`src/rtl/regfile_mp_if.sv`:
```
// regfile_mp_if: bundle of read, write and reservation signals for regfile_mp.
//   master : drives read addresses/enable, both write ports and the reservation
//            port; observes read data, read busy bits and busy count.
//   slave  : the register file side of the same signals.
interface regfile_mp_if #(
  parameter int DATA_W = 32,
  parameter int ADDR_W = 5,
  parameter int NUM_RD = 2
);
  logic                     rd_en;
  logic [NUM_RD*ADDR_W-1:0] rd_addr;
  logic [NUM_RD*DATA_W-1:0] rd_data;
  logic [NUM_RD-1:0]        rd_busy;
  logic                     wr0_en;
  logic [ADDR_W-1:0]        wr0_addr;
  logic [DATA_W-1:0]        wr0_data;
  logic                     wr1_en;
  logic [ADDR_W-1:0]        wr1_addr;
  logic [DATA_W-1:0]        wr1_data;
  logic                     rsv_en;
  logic [ADDR_W-1:0]        rsv_addr;
  logic [ADDR_W:0]          busy_cnt;

  modport master (
    output rd_en, rd_addr, wr0_en, wr0_addr, wr0_data,
           wr1_en, wr1_addr, wr1_data, rsv_en, rsv_addr,
    input  rd_data, rd_busy, busy_cnt
  );

  modport slave (
    input  rd_en, rd_addr, wr0_en, wr0_addr, wr0_data,
           wr1_en, wr1_addr, wr1_data, rsv_en, rsv_addr,
    output rd_data, rd_busy, busy_cnt
  );
endinterface

```
`src/rtl/regfile_mp.sv`:
```
// regfile_mp: multi-port register file with per-register busy scoreboard.
//   clk   : clock, all state changes on the rising edge
//   reset : asynchronous active-high reset, clears contents, busy bits, outputs
//   bus   : regfile_mp_if slave -- NUM_RD registered read ports (rd_en gated),
//           ALU write port wr0, load write port wr1 (wr1 wins on a collision),
//           reservation port rsv (sets busy), registered busy_cnt.
module regfile_mp #(
  parameter int DATA_W   = 32,
  parameter int ADDR_W   = 5,
  parameter int NUM_RD   = 2,
  parameter int ZERO_REG = 1,
  parameter int BYPASS   = 1
) (
  input logic          clk,
  input logic          reset,
  regfile_mp_if.slave  bus
);
  localparam int DEPTH = 1 << ADDR_W;
  localparam int CNT_W = ADDR_W + 1;

  logic [DATA_W-1:0]        mem [DEPTH];
  logic [DEPTH-1:0]         busy;
  logic [DEPTH-1:0]         busy_nxt;
  logic [DEPTH-1:0]         clr;
  logic [DEPTH-1:0]         set;
  logic                     wr0_ok;
  logic                     wr1_ok;
  logic                     rsv_ok;
  logic                     inc;
  logic                     dec0;
  logic                     dec1;
  logic [CNT_W-1:0]         cnt;
  logic [CNT_W-1:0]         cnt_nxt;
  logic [ADDR_W-1:0]        ra;
  logic [DATA_W-1:0]        rv;
  logic [NUM_RD*DATA_W-1:0] rd_data_nxt;
  logic [NUM_RD*DATA_W-1:0] rd_data_q;
  logic [NUM_RD-1:0]        rd_busy_nxt;
  logic [NUM_RD-1:0]        rd_busy_q;

  // True when the address is the hardwired-zero register.
  function automatic logic is_zero(input logic [ADDR_W-1:0] a);
    return (ZERO_REG != 0) && (a == {ADDR_W{1'b0}});
  endfunction

  // Register 0 swallows writes and reservations when hardwired.
  assign wr0_ok = bus.wr0_en & ~is_zero(bus.wr0_addr);
  assign wr1_ok = bus.wr1_en & ~is_zero(bus.wr1_addr);
  assign rsv_ok = bus.rsv_en & ~is_zero(bus.rsv_addr);

  // Per-address clear/set decode; a reservation overrides a same-edge writeback.
  always_comb begin
    clr = {DEPTH{1'b0}};
    set = {DEPTH{1'b0}};
    for (int a = 0; a < DEPTH; a++) begin
      clr[a] = (wr0_ok && (bus.wr0_addr == ADDR_W'(a))) ||
               (wr1_ok && (bus.wr1_addr == ADDR_W'(a)));
      set[a] = rsv_ok && (bus.rsv_addr == ADDR_W'(a));
    end
    busy_nxt = (busy & ~clr) | set;
  end

  // Incremental busy count: one possible rise, up to two distinct falls.
  // A fall is suppressed when the same edge re-reserves the address, and wr1
  // does not count again when it hits the same address as wr0.
  always_comb begin
    inc     = rsv_ok & ~busy[bus.rsv_addr];
    dec0    = wr0_ok & busy[bus.wr0_addr] & ~set[bus.wr0_addr];
    dec1    = wr1_ok & busy[bus.wr1_addr] & ~set[bus.wr1_addr] &
              ~(wr0_ok && (bus.wr0_addr == bus.wr1_addr));
    cnt_nxt = cnt + CNT_W'(inc) - CNT_W'(dec0) - CNT_W'(dec1);
  end

  // Read-port next values; bypass picks wr1 before wr0 to match storage order.
  always_comb begin
    rd_data_nxt = {(NUM_RD*DATA_W){1'b0}};
    rd_busy_nxt = {NUM_RD{1'b0}};
    ra          = {ADDR_W{1'b0}};
    rv          = {DATA_W{1'b0}};
    for (int p = 0; p < NUM_RD; p++) begin
      ra = bus.rd_addr[p*ADDR_W +: ADDR_W];
      if (is_zero(ra)) begin
        rv = {DATA_W{1'b0}};
      end else if ((BYPASS != 0) && wr1_ok && (bus.wr1_addr == ra)) begin
        rv = bus.wr1_data;
      end else if ((BYPASS != 0) && wr0_ok && (bus.wr0_addr == ra)) begin
        rv = bus.wr0_data;
      end else begin
        rv = mem[ra];
      end
      rd_data_nxt[p*DATA_W +: DATA_W] = rv;
      rd_busy_nxt[p]                  = busy_nxt[ra];
    end
  end

  // Storage array; wr1 is assigned last so it wins on a shared address.
  always_ff @(posedge clk or posedge reset) begin
    if (reset) begin
      for (int a = 0; a < DEPTH; a++) begin
        mem[a] <= {DATA_W{1'b0}};
      end
    end else begin
      if (wr0_ok) begin
        mem[bus.wr0_addr] <= bus.wr0_data;
      end
      if (wr1_ok) begin
        mem[bus.wr1_addr] <= bus.wr1_data;
      end
    end
  end

  // Busy bits, busy count and registered read outputs.
  always_ff @(posedge clk or posedge reset) begin
    if (reset) begin
      busy      <= {DEPTH{1'b0}};
      cnt       <= {CNT_W{1'b0}};
      rd_data_q <= {(NUM_RD*DATA_W){1'b0}};
      rd_busy_q <= {NUM_RD{1'b0}};
    end else begin
      busy <= busy_nxt;
      cnt  <= cnt_nxt;
      if (bus.rd_en) begin
        rd_data_q <= rd_data_nxt;
        rd_busy_q <= rd_busy_nxt;
      end
    end
  end

  assign bus.rd_data  = rd_data_q;
  assign bus.rd_busy  = rd_busy_q;
  assign bus.busy_cnt = cnt;
endmodule
```
`src/flat_wrapper.sv`:
```
// flat-port wrapper written by rule: the top's interface ports become plain ports
module regfile_mp_flat 
#(
  parameter int DATA_W   = 32,
  parameter int ADDR_W   = 5,
  parameter int NUM_RD   = 2,
  parameter int ZERO_REG = 1,
  parameter int BYPASS   = 1
)
  (clk, reset, bus_rd_en, bus_rd_addr, bus_wr0_en, bus_wr0_addr, bus_wr0_data, bus_wr1_en, bus_wr1_addr, bus_wr1_data, bus_rsv_en, bus_rsv_addr, bus_rd_data, bus_rd_busy, bus_busy_cnt);
  regfile_mp_if #(.DATA_W(DATA_W), .ADDR_W(ADDR_W), .NUM_RD(NUM_RD)) bus_i ();
  input logic clk;
  input logic reset;
  input wire logic [$bits(bus_i.rd_en)-1:0] bus_rd_en;
  input wire logic [$bits(bus_i.rd_addr)-1:0] bus_rd_addr;
  input wire logic [$bits(bus_i.wr0_en)-1:0] bus_wr0_en;
  input wire logic [$bits(bus_i.wr0_addr)-1:0] bus_wr0_addr;
  input wire logic [$bits(bus_i.wr0_data)-1:0] bus_wr0_data;
  input wire logic [$bits(bus_i.wr1_en)-1:0] bus_wr1_en;
  input wire logic [$bits(bus_i.wr1_addr)-1:0] bus_wr1_addr;
  input wire logic [$bits(bus_i.wr1_data)-1:0] bus_wr1_data;
  input wire logic [$bits(bus_i.rsv_en)-1:0] bus_rsv_en;
  input wire logic [$bits(bus_i.rsv_addr)-1:0] bus_rsv_addr;
  output wire logic [$bits(bus_i.rd_data)-1:0] bus_rd_data;
  output wire logic [$bits(bus_i.rd_busy)-1:0] bus_rd_busy;
  output wire logic [$bits(bus_i.busy_cnt)-1:0] bus_busy_cnt;
  assign bus_i.rd_en = bus_rd_en;
  assign bus_i.rd_addr = bus_rd_addr;
  assign bus_i.wr0_en = bus_wr0_en;
  assign bus_i.wr0_addr = bus_wr0_addr;
  assign bus_i.wr0_data = bus_wr0_data;
  assign bus_i.wr1_en = bus_wr1_en;
  assign bus_i.wr1_addr = bus_wr1_addr;
  assign bus_i.wr1_data = bus_wr1_data;
  assign bus_i.rsv_en = bus_rsv_en;
  assign bus_i.rsv_addr = bus_rsv_addr;
  assign bus_rd_data = bus_i.rd_data;
  assign bus_rd_busy = bus_i.rd_busy;
  assign bus_busy_cnt = bus_i.busy_cnt;
  regfile_mp #(.DATA_W(DATA_W), .ADDR_W(ADDR_W), .NUM_RD(NUM_RD), .ZERO_REG(ZERO_REG), .BYPASS(BYPASS)) u_core (.clk(clk), .reset(reset), .bus(bus_i));
endmodule
```
`config.mk`:
```
export PLATFORM = sky130hd
export DESIGN_NAME = regfile_mp_flat
export DESIGN_NICKNAME = d
export VERILOG_FILES = /design/src/rtl/regfile_mp_if.sv /design/src/rtl/regfile_mp.sv /design/src/flat_wrapper.sv
export SDC_FILE = /design/constraint.sdc
export NUM_CORES = 2
export LEC_CHECK = 0
export BUFFER_PORTS_ARGS = -buffer_cell sky130_fd_sc_hd__buf_2
export CAP_MARGIN = 30
export CORE_MARGIN = 5
export CORE_UTILIZATION = 39
export DETAILED_ROUTE_END_ITERATION = 7
export HOLD_SLACK_MARGIN = 0.06
export PLACE_DENSITY = 0.65
export SETUP_SLACK_MARGIN = 0.4
export SKIP_CTS_REPAIR_TIMING = 1
export SYNTH_ARGS = -nofsm -noshare
export SYNTH_HDL_FRONTEND = slang
export SYNTH_SLANG_ARGS = --single-unit
export TNS_END_PERCENT = 5
```
`constraint.sdc`:
```
create_clock -name clk -period 52.7 [get_ports clk]
set_input_delay 10.54 -clock clk [delete_from_list [all_inputs] [get_ports clk]]
set_output_delay 10.54 -clock clk [all_outputs]
set_load 0.01 [all_outputs]
```
**After elaboration in Yosys (flattened, before gate mapping)**

Cells that the tools add are included.

- Register bits after elaboration: 1128
- Bits of input ports: 95
- Output and inout bits: 72
- Word-level logic and storage cells: 345

- Add/subtract/negate cells: 3
- Magnitude comparators: 11
- Equal/unequal tests: 98
- Muxes and demuxes: 34
- Bitwise logic cells: 23
- Reductions and logical operators: 140

Operators by type and width:

| cell | count |
|---|---|
| bitwise mux 1024 bit | 2 |
| 2-to-1 mux 1024 bit | 2 |
| 2-to-1 mux 32 bit | 12 |
| binary-select mux 32 bit (select 5 bit) | 2 |
| demux 32 bit (select 5 bit) | 2 |
| equality test 5 bit, second input constant | 48 |
| equality test 5 x 4 -> 1 bit, second input constant | 24 |
| logical AND 1 bit | 103 |
| equality test 5 x 3 -> 1 bit, second input constant | 12 |
| binary-select mux 1 bit (select 5 bit) | 7 |
| bitwise AND 32 bit | 1 |
| logical OR 1 bit | 32 |
| inverter 32 bit | 1 |
| OR 32 bit | 1 |
| equality test 5 x 2 -> 1 bit, second input constant | 6 |
| < comparator 5 x 6 -> 1 bit, second input constant | 5 |
| equality test 5 bit | 5 |
| zero test 5 bit | 5 |
| greater-or-equal comparator 6 bit, second input constant | 4 |
| inverter 5 -> 6 bit | 4 |
| equality test 5 x 1 -> 1 bit, second input constant | 3 |
| < comparator 6 x 1 -> 1 bit, second input constant | 2 |
| subtractor 6 x 1 -> 6 bit | 2 |
| bitwise AND 1 bit | 9 |
| other kinds (3) | 15 |

**Longest topological paths before layout**

- Word-level depth: 10
- Depth in mapped cells: 18

**Least setup slack after synthesis**

No wires, ideal clock.

- Kind: in2reg
- Start: input port bus_rsv_addr[0]
- End: register u_core.cnt[5] (netlist: u_core.bus.busy_cnt[5])
- Data arrival time: 14.126 ns
- Slack: 38.449 ns
- Cell stages on the path: 15
- Path through: buf_2 buf_2 buf_2 mux4_2 mux4_2 mux2i_1 nand2_1 fa_1 inv_1 ha_1 ha_1 fa_1 a21o_1 a21oi_1 xnor2_1

- Cells in the longest elaborated chain, start to end: 10

RTL lines:

| item | RTL line | source |
|---|---|---|
| start: declaration | flat_wrapper.sv:23 | `input wire logic [$bits(bus_i.rsv_addr)-1:0] bus_rsv_addr;` |
| parallel branches: the longest is 9 deep, another holds adder 6 x 1 -> 6 bit | n/a |  |
| subtractor 6 x 1 -> 6 bit * | regfile_mp.sv:71 | `cnt_nxt = cnt + CNT_W'(inc) - CNT_W'(dec0) - CNT_W'(dec1);` |
| net u_core.cnt_nxt[5] | regfile_mp.sv:33 | `logic [CNT_W-1:0] cnt_nxt;` |
| end signal: assignment | regfile_mp.sv:116 | `cnt <= {CNT_W{1'b0}};` |
| end signal: assignment | regfile_mp.sv:121 | `cnt <= cnt_nxt;` |
| end: declaration | regfile_mp.sv:32 | `logic [CNT_W-1:0] cnt;` |

Mark *: on every way through the listed nets, which the timed path passes. The select of a mux whose other input is x is not followed.
A chain may end at the register's enable or synchronous reset.

**Worst setup path in the final report**

- Start: input port bus_rd_addr[5]
- End: register u_core.rd_data_q[49] (netlist: u_core.bus.rd_data[49])

- Cells in the longest elaborated chain, start to end: 7

RTL lines:

| item | RTL line | source |
|---|---|---|
| start: declaration | flat_wrapper.sv:15 | `input wire logic [$bits(bus_i.rd_addr)-1:0] bus_rd_addr;` |
| inverter 5 -> 6 bit (implied by the code) | regfile_mp.sv:89 | `rv = mem[ra];` |
| binary-select mux 32 bit (select 5 bit) | regfile_mp.sv:89 |  |
| 2-to-1 mux 32 bit (implied by the code) (2 in series) | regfile_mp.sv:89 |  |
| 2-to-1 mux 32 bit | regfile_mp.sv:86 | `end else if ((BYPASS != 0) && wr0_ok && (bus.wr0_addr == ra)) begin` |
| 2-to-1 mux 32 bit | regfile_mp.sv:84 | `end else if ((BYPASS != 0) && wr1_ok && (bus.wr1_addr == ra)) begin` |
| 2-to-1 mux 32 bit * | regfile_mp.sv:82 | `if (is_zero(ra)) begin` |
| end signal: assignment | regfile_mp.sv:117 | `rd_data_q <= {(NUM_RD*DATA_W){1'b0}};` |
| end signal: assignment | regfile_mp.sv:123 | `rd_data_q <= rd_data_nxt;` |
| end: declaration | regfile_mp.sv:37 | `logic [NUM_RD*DATA_W-1:0] rd_data_q;` |

Every way passes the cells marked *; elsewhere a longest branch is shown, timed or not. The select of a mux whose other input is x is not followed.

==> flow_metrics.py <==
metrics = {
    "run_status": {
        "status": "complete, no violations",
    },
    "finish": {
        "fin_util_pct": 43.2,
        "drive_above_1_share_pct": 13.1,
        "area_delta_synth_final_pct": 10.1,
        "nNetsFinal": 6983,
        "final_common_cell": "mux2i_1",
        "fillers": 16800,
        "fin_area_um2": 78200,
        "final_cell_mix": "mux2i_1, dfrtp_1, a21oi_1",
    },
    "synth": {
        "yosys_warnings": 0,
        "synth_cell_types": 77,
        "async_flop_share_pct": 100,
        "synth_edf_count": 0,
        "netlist_area_um2": 71000,
        "ys_seq_area_share_pct": 39.8,
        "syn_area_per_cell_um2": 9.71,
        "ys_ff_latch": 1128,
        "synthFlopType": "dfrtp_1",
        "syn-instance-count": 7316,
        "synth_nets": 7419,
    },
    "timing": {
        "finalHoldViolations": 0,
        "fin_worst_skew_ps": 25.7,
        "finalCritPeriodShare_pct": 28.4,
        "worst_pin_slew_ps": 1160,
        "finalSetupViolCount": 0,
        "grt_setup_unrepaired": "no",
        "setup-tns-final_ps": 0,
        "fmax_mhz": 66.7,
        "relSlewSlack_pct": 22.8,
        "period_needed_ps": 14980,
        "maxSlewViolCount": 0,
        "hold_slack_ps": 400,
    },
    "critical_path": {
        "r2r-start": "u_core.busy[15]",
        "worstPathArrival_ps": 15660,
        "worstSetupEndpointType": "flop",
        "crit_required_ps": 53380,
        "crit_fanout": 52,
        "path_depth": 11,
        "path_buf_inv": 5,
        "crit_chain": "buf_8 -> buf_4 -> buf_4 -> buf_4 -> buf_4 -> mux4_2 -> o22ai_1 -> nor3_1 -> a21oi_1 -> o21ai_1 -> a221o_1",
        "max_stage_delay_ps": 880,
        "critPathTopFamily": "buffers and inverters",
        "reg2reg_setup_slack_ps": 48980,
        "crit_start": "bus_rd_addr[5]",
        "critPathMostFrequentCell": "buf_4",
        "crit_slowest_cell": "buf_4",
        "r2r_cells": 12,
        "cp-start-kind": "input pin",
        "critPathKind": "in2reg",
    },
    "hold_path": {
        "hp-start": "u_core.mem[1002]",
        "hp-class": "reg2reg",
        "whs_path_depth": 0,
    },
    "clock_network": {
        "insertion_delay_ps": 800,
        "htreeDepth": 4,
        "cts_tree": "yes",
        "path_clk_slew_ps": 60,
        "cts_buffers": 132,
        "clock-sinks": 1128,
        "cts_root_buffer": "clkbuf_16",
        "cts_buffer_depth": 3,
    },
    "place": {
        "place_congestion": 0.910,
        "portBuffers": 166,
        "placed_cell_area_um2": 73500,
        "hpwlAfterDp_um": 161000,
    },
    "grt": {
        "antenna_found_initial": 26,
        "grt_usage_pct": 29.2,
        "grt-ovfl-total": 0,
        "grt_max_degree": 153,
        "grt_pass1_vias": 59000,
        "grt_pass1_wl_um": 417000,
    },
    "power": {
        "clkPwrFrac_pct": 32.0,
        "power.leakage_uw": 0.0358,
        "irDropWorstVdd_uv": 37.0,
        "combPwrFrac_pct": 24.9,
        "power_density_nw_per_um2": 38.1,
        "fin_total_pwr_uw": 2980,
        "internal-power_uw": 2010,
        "seqPwrFrac_pct": 43.0,
        "switchingPower_uw": 963,
        "sw_frac_of_total_pct": 32.4,
    },
    "floorplan": {
        "die-width_um": 437,
        "io_pins": 167,
        "die_y_um": 437,
        "start_util_pct": 39.2,
        "die_area_um2": 191000,
        "core-area_um2": 181000,
        "rows": 156,
    },
    "detailed_routing": {
        "ant_nets": 0,
        "wl_um": 289000,
        "vias_per_cell": 6.62,
        "dr.pass1.iters": 8,
        "avgRoutedWirePerCell_um": 30.9,
        "vias": 62000,
        "drtIter0Drc": 9071,
        "drc": 0,
    },
    "flow_run": {
        "drv_cap": 0,
    },
}
==> state kept, by name, summed over array words and instances, names as in the netlist <==
register and count:
u_core.mem 1024, u_core.busy 32, u_core.bus.rd_data 64, u_core.bus.rd_busy 2, u_core.bus.busy_cnt 6
==> stage by stage <==
| step | instances | worst slack, ps |
|---|---|---|
| floorplan | 7316 | 10390 |
| global placement | 9068 | 36940 |
| detailed placement | 9106 | 36930 |
| CTS | 9343 | 37800 |
| global route | 9357 | 37460 |
| finish | 9364 | 37720 |
==> final timing paths <==
path	endpoint
min reg2reg	u_core.mem[1002]
max reg2reg	u_core.bus.busy_cnt[5]
max	u_core.bus.rd_data[49]
min in group asynchronous	u_core.busy[23]
max in group asynchronous	u_core.mem[177]
min	u_core.mem[1002]
==> area by class of cell <==
cell class | instances | area [um2] | share of cell area [%]
Tap cell | 2370 | 2970 | 3.79
Antenna cell | 11 | 27.5 | 0.0352
Sequential cell | 1128 | 28200 | 36.1
Multi-Input combinational cell | 5264 | 39500 | 50.5
Clock buffer | 194 | 3910 | 5.00
Inverter | 26 | 110 | 0.141
Timing Repair Buffer | 328 | 2930 | 3.75
Clock inverter | 43 | 504 | 0.645
==> cells by family (layout without fill, tap and decap cells) <==
kind of cell	count (synthesis)	in the layout	share of synthesized area, %
AND/OR/NAND/NOR	1637	1637	9.66
buffers and inverters	924	591	5.31
XOR/XNOR	36	36	0.444
adder cells (fa/ha/maj)	8	8	0.162
flip-flops	1128	1128	39.8
AO/OA/AOI/OAI	1887	1887	15.8
multiplexers	1696	1696	28.9
other	0	11	0
==> power groups by stage <==
stage	Clock, uW	Combinational [uW]	Sequential (uW)
final	954	742	1280
after global placement	0	709	1270
after global routing	992	809	1300
after CTS	959	733	1270
after detailed placement	0	732	1280
after floorplan	0	565	1230
==> per-layer routing <==
metal  routed length [um]  vias to the layer above  global-route usage (%)
met4                19000                       14                    16.6
met5                   66                        -                   0.277
li1                     -                    25800                       -
met3                38000                     1121                    9.14
met1               108000                    30400                    38.0
met2               124000                     4598                    43.1
==> worst register-to-register path, stage by stage, from the launching register on <==
cell and delay [ps]:
dfrtp_1 450, mux4_2 520, mux4_2 480, mux2i_1 150, nand2_1 110, fa_1 550
inv_1 40, ha_1 170, ha_1 230, fa_1 430, a21o_1 200, a21oi_1 170
xnor2_1 130
==> Yosys cell counts, drive strengths merged (4+ instances only) <==
cell type  count  share of area [%]
nand3         13              0.092
o221ai       258                3.2
xnor2         20               0.25
and2           4              0.035
nor4           8               0.11
nand2b        11              0.097
nor2b         73               0.64
xor2          16               0.20
buf          291                1.9
and4b          5              0.070
nor2         907                4.8
nor3         104               0.73
a32oi          6              0.074
or3            4              0.035
dfrtp       1128                 40
a31oi          8              0.070
a221o         64               0.90
a21o           6              0.063
or2            9              0.079
inv           25               0.13
nand2        455                2.4
o21ai        373                2.6
a21oi        976                6.9
and3           5              0.044
mux2i       1409                 20
mux4         284                9.0
clkbuf       607                3.3
nor3b          4              0.042
ha             6               0.11
a32o          12               0.17
nor4bb         6              0.085
a311oi         5              0.062
nand4          9              0.088
o31ai          7              0.074
nand4b         5              0.083
o22ai        133                1.2
o211ai         7              0.074
Note: power is estimated with default switching activity, not from simulation.
